`config.mk`:
```
export PLATFORM = sky130hd
export DESIGN_NAME = apb_fsm_controller
export DESIGN_NICKNAME = d
export VERILOG_FILES = /design/src/rtl/apb_fsm_controller.sv
export SDC_FILE = /design/constraint.sdc
export NUM_CORES = 1
export LEC_CHECK = 0
export CELL_PAD_IN_SITES_DETAIL_PLACEMENT = 1
export CELL_PAD_IN_SITES_GLOBAL_PLACEMENT = 1
export CORE_ASPECT_RATIO = 0.6
export CORE_MARGIN = 2
export CORE_UTILIZATION = 30
export DETAILED_ROUTE_END_ITERATION = 6
export PLACE_DENSITY_LB_ADDON = 0.1
export REMOVE_ABC_BUFFERS = 1
export SLEW_MARGIN = 20
export SYNTH_ARGS = -nofsm -noshare
export SYNTH_HDL_FRONTEND = slang
export SYNTH_SLANG_ARGS = --single-unit
```
`constraint.sdc`:
```
create_clock -name hclk -period 3.3 [get_ports hclk]
set_clock_uncertainty 0.2 [all_clocks]
set_input_delay 0.66 -clock hclk [delete_from_list [all_inputs] [get_ports hclk]]
set_output_delay 0.66 -clock hclk [all_outputs]
set_load 0.05 [all_outputs]
```
`src/rtl/apb_fsm_controller.sv`:
```
// AHB-to-APB bridge control stage.
// Sequences APB SETUP/ACCESS phases and stalls AHB via hreadyout.
module apb_fsm_controller #(
  parameter int ADDR_W = 32,
  parameter int DATA_W = 32,
  parameter int NSEL   = 3
) (
  input  logic              hclk,
  input  logic              hreset,
  input  logic              valid,
  input  logic              hwrite,
  input  logic [ADDR_W-1:0] haddr,
  input  logic [ADDR_W-1:0] haddr1,
  input  logic [DATA_W-1:0] hwdata,
  input  logic [NSEL-1:0]   temp_selx,
  input  logic              pready,
  output logic              hreadyout,
  output logic [NSEL-1:0]   pselx,
  output logic              penable,
  output logic              pwrite,
  output logic [ADDR_W-1:0] paddr,
  output logic [DATA_W-1:0] pwdata
);

  typedef enum logic [1:0] {
    IDLE   = 2'd0,
    WWAIT  = 2'd1,
    SETUP  = 2'd2,
    ACCESS = 2'd3
  } state_e;

  state_e            state_q;
  logic [NSEL-1:0]   sel_q;
  logic [NSEL-1:0]   pselx_q;
  logic              penable_q;
  logic              pwrite_q;
  logic [ADDR_W-1:0] paddr_q;
  logic [DATA_W-1:0] pwdata_q;
  logic              ready;
  logic              accept;

  // AHB is released when idle or when the APB access completes.
  always_comb begin
    ready  = (state_q == IDLE) |
             ((state_q == ACCESS) & pready);
    accept = valid & ready;
  end

  // Protocol sequencer with registered APB outputs.
  always_ff @(posedge hclk or posedge hreset) begin
    if (hreset) begin
      state_q   <= IDLE;
      sel_q     <= '0;
      pselx_q   <= '0;
      penable_q <= 1'b0;
      pwrite_q  <= 1'b0;
      paddr_q   <= '0;
      pwdata_q  <= '0;
    end else begin
      case (state_q)
        IDLE, ACCESS: begin
          // A stalled ACCESS (pready=0) holds everything.
          if (ready) begin
            if (accept && hwrite) begin
              // Write data arrives next cycle; park the select.
              state_q   <= WWAIT;
              sel_q     <= temp_selx;
              pselx_q   <= '0;
              penable_q <= 1'b0;
            end else if (accept) begin
              state_q   <= SETUP;
              pselx_q   <= temp_selx;
              paddr_q   <= haddr;
              pwrite_q  <= 1'b0;
              penable_q <= 1'b0;
            end else begin
              state_q   <= IDLE;
              pselx_q   <= '0;
              penable_q <= 1'b0;
            end
          end
        end
        WWAIT: begin
          state_q   <= SETUP;
          pselx_q   <= sel_q;
          paddr_q   <= haddr1;
          pwdata_q  <= hwdata;
          pwrite_q  <= 1'b1;
          penable_q <= 1'b0;
        end
        SETUP: begin
          state_q   <= ACCESS;
          penable_q <= 1'b1;
        end
        default: begin
          state_q <= IDLE;
        end
      endcase
    end
  end

  assign hreadyout = ready;
  assign pselx     = pselx_q;
  assign penable   = penable_q;
  assign pwrite    = pwrite_q;
  assign paddr     = paddr_q;
  assign pwdata    = pwdata_q;

endmodule

```
# Word-level counts from Yosys, hierarchy flattened
# Index checks and enable logic that the tools add are counted.
[word_totals]
regBits = 74
latch_bits = 0
ram_bits = 0
romBits = 0
in_bits = 104
out_inout_bits = 70
elab_cells = 41
mem_count = 0
[op_classes]
add_sub_neg = 0
n_mul = 0
n_div = 0
n_lt_le_gt_ge = 0
eq_ne = 6
n_shift = 0
n_mux = 18
n_bitwise = 3
n_reduce_logical = 7
[ops]
columns = ["op", "n"]
rows = [
  ["32-bit two-way mux", 3],
  ["32-bit one-hot mux with 2 select lines", 1],
  ["3-bit two-way mux", 3],
  ["2-bit two-way mux", 3],
  ["2-bit != test (second input constant)", 3],
  ["2-bit one-hot mux with 3 select lines", 1],
  ["3-bit one-hot mux with 2 select lines", 1],
  ["2-bit == test (second input constant)", 2],
  ["1-bit two-way mux", 4],
  ["4-bit AND reduction", 1],
  ["1-bit one-hot mux with 3 select lines", 1],
  ["3-bit AND reduction", 1],
  ["1-bit AND", 2],
  ["2-bit by 1-bit == test with 1-bit output (second input constant)", 1],
  ["2-bit logical NOT", 1],
  ["1-bit one-hot mux with 2 select lines", 1],
  ["2-bit AND reduction", 1],
  ["2-bit nonzero test", 1],
  ["2-bit OR reduction", 1],
  ["1-bit logical AND", 1],
  ["1-bit bitwise OR", 1],
]

# Depth between registers and ports, before layout
[logic_depth]
ltp_word = 8
mapped_depth = 8

# Least setup slack after synthesis
# Ideal clock, no wire load.
[synth_timing]
kind = "input-to-output"
startpoint = "input pready"
endpoint = "output hreadyout"
arrival_ps = 1416
required_ps = 2440
path_slack_ps = 1024
cell_stages = 3
n_path_buf = 1
path_cell_list = "a21oi_1 -> clkbuf_1 -> inv_1"
[synth_between]
elab_chain_len = 2
[synth_rtl]
columns = ["element", "line", "source"]
rows = [
  ["from (decl)", "16", "input logic pready,"],
  ["1-bit AND", "45", "((state_q == ACCESS) & pready);"],
  ["1-bit bitwise OR", "44", "ready = (state_q == IDLE) |"],
  ["to (decl)", "17", "output logic hreadyout,"],
]
# No other way between the ends.

# Final worst setup path
# Ends and elaborated chain as after synthesis.

==> out/results.ini <==
[run_status]
status=complete, no violations

[clock_tree]
cts_tree=yes
insertion_delay_ns=0.33
cts.sinks=74
htree_levels=3
root_buffer=clkbuf_16
cts_buffers=9
clock_path_buffers=2
hold_buffers=0
post_cts_resized=0
clk_pin_slew_ns=0.06
post-cts-setup-buffers=0

[floorplan]
rows=30
die_y_um=86.4
core-area_mm2=0.0112
boundaryPins=174
dieArea_mm2=0.0122
die_w_um=141
start_util=0.304

[sta]
clock.fmax_mhz=377
rsz0062_at_grt=no
final_hold_viol_count=0
min_period_over_period=0.804
finalCriticalPeriod_ns=2.65
setup_viol=0
holdWs_ns=0.303
slew_headroom=0.637
report.final.slew_viol_count=0
max_slew.worst_pin.slew_ns=0.542
tns_ns=0

[route]
vias_per_cell=4.92
drt_first_iter_violations=116
postRouteAntennaNets=0
routed_wl_mm=11.2
drt_first_pass_iters=4
wl_per_cell_um=18.9
drc=0
vias=2921

[grt]
grt_pass1_wl_mm=17.6
grt_max_degree=75
gr-total-overflow=0
grt_pass1_vias=3042
grt_use_total=0.188
antenna_found_initial=0

[critical_path]
criticalPathCategory=input port to primary output
cp_max_fo=11
crit_arrival_ns=1.79
start_kind=input port
crit_path_end_kind=primary output
required_ns=2.44

[placement]
dp_hpwl_mm=7.99
place.gp.congestion=0.740
placed_cells=579
io_buffers=173

[synthesis]
synth_area_per_cell_um2=12.4
netlist_instances=275
netlist_area_mm2=0.00340
ys.warnings.count=0
synth.distinct_cells=27
seq_area_frac_synth=0.545
ys_ff_latch=74

[layout]
fin_cells=594
final_common_cell=clkdlybuf4s50_1
finalCoreUtilization=0.504
drive_gt1_frac=0.218
syn_to_final_growth_pct=65.9
nets=554
antennaDiodeCount=0
mostFrequentLayoutCells=172 x clkdlybuf4s50_1, 74 x dfrtp_1, 36 x mux2_2, 32 x o221a_2, 17 x inv_1
regArea_mm2=0.00185
multiInputGateArea_mm2=0.00137
fillers=1185

[worst_hold_path]
hold_class=flip-flop to flip-flop

[power_and_ir_drop]
power_density_mw_per_mm2=1130
p_total_w=0.00638
p_leak_nw=2.28
ir_drop_mv=0.478

[flow_run]
cap_violations=0

## per-stage QoR
stage | cell area [um2] | setup WS (ns)
global placement | 5300 | 0.413
detailed placement | 5300 | 0.387
CTS | 5640 | 0.627
global route | 5640 | 0.565
finish | 5640 | 0.646
floorplan | 3290 | -0.263
## state kept, by name, summed over array words and instances, names as in the netlist
| name | flops |
|---|---|
| pwdata | 32 |
| pselx | 3 |
| sel_q | 3 |
| state_q | 2 |
| paddr | 32 |
| penable | 1 |
| pwrite | 1 |
## critical path, cell delays in order
cell and delay [ns]:
clkdlybuf4s50_1 0.43, a21oi_1 0.21, buf_4 0.22, inv_1 0.08, buf_4 0.19
## path summary, 6_finish.rpt
kind                       slack [ns]              startpoint  depth (start not counted)                      to
hold reg to reg                  0.30  pwdata[31]$_DFFE_PP0P_                          1  pwdata[31]$_DFFE_PP0P_
min in group asynchronous        0.52                  hreset                          3   pwdata[4]$_DFFE_PP0P_
setup reg to reg                 0.84  state_q[0]$_DFFE_PP0P_                          6   paddr[11]$_DFFE_PP0P_
hold / removal                   0.30  pwdata[31]$_DFFE_PP0P_                          1  pwdata[31]$_DFFE_PP0P_
max in group asynchronous        2.00                  hreset                          3   paddr[28]$_DFFE_PP0P_
setup / recovery                 0.65                  pready                          5               hreadyout
## cell usage after synthesis
master | instances | share of area
a21oi_1 | 3 | 0.0044
o221a_2 | 32 | 0.11
a31oi_1 | 3 | 0.0055
buf_1 | 4 | 0.0044
or3_1 | 13 | 0.024
buf_6 | 3 | 0.0099
mux2_2 | 36 | 0.12
a21o_1 | 1 | 0.0022
nor3_1 | 2 | 0.0029
buf_2 | 4 | 0.0059
dfrtp_1 | 74 | 0.54
a211oi_1 | 1 | 0.0022
inv_1 | 18 | 0.020
o21ai_0 | 6 | 0.0088
nor2_1 | 6 | 0.0066
o21bai_1 | 1 | 0.0022
a211o_1 | 1 | 0.0026
nand3_1 | 3 | 0.0044
clkbuf_1 | 11 | 0.012
nor4_1 | 6 | 0.011
nand2b_1 | 14 | 0.026
a2bb2oi_1 | 14 | 0.036
nand2b_4 | 1 | 0.0040
nand2_1 | 7 | 0.0077
nor2b_1 | 6 | 0.011
ha_1 | 4 | 0.015
inv_2 | 1 | 0.0011
## metal layers
| metal | vias up | track usage | part of all wire |
|---|---|---|---|
| met5 | - | 0 | 0 |
| met4 | 0 | 0.0518 | 0.011 |
| met3 | 10 | 0.0597 | 0.065 |
| met2 | 98 | 0.283 | 0.44 |
| met1 | 1457 | 0.264 | 0.48 |
| li1 | 1356 | - | - |
## area by class of cell
| cell class | instances | share of cell area |
|---|---|---|
| sequential | 74 | 0.329 |
| timing repair buffer | 182 | 0.323 |
| multi-input combinational | 160 | 0.243 |
| clock buffer | 9 | 0.0400 |
| tap | 144 | 0.0320 |
| clock inverter | 6 | 0.0204 |
| inverter | 19 | 0.0127 |
## cells by family after synthesis
| family | synth area share |
|---|---|
| mux | 0.119 |
| fa+ha+maj | 0.0147 |
| simple gates | 0.0976 |
| flops | 0.545 |
| compound gates | 0.170 |
| buf+inv | 0.0534 |
## where the power goes
| part | internal (W) | switching [W] | leakage, nW |
|---|---|---|---|
| registers | 0.00134 | 0.000238 | 0.830 |
| logic | 0.00144 | 0.00224 | 1.29 |
| clock network | 0.000738 | 0.000388 | 0.162 |
No activity file was read; power rests on OpenSTA's default activity.
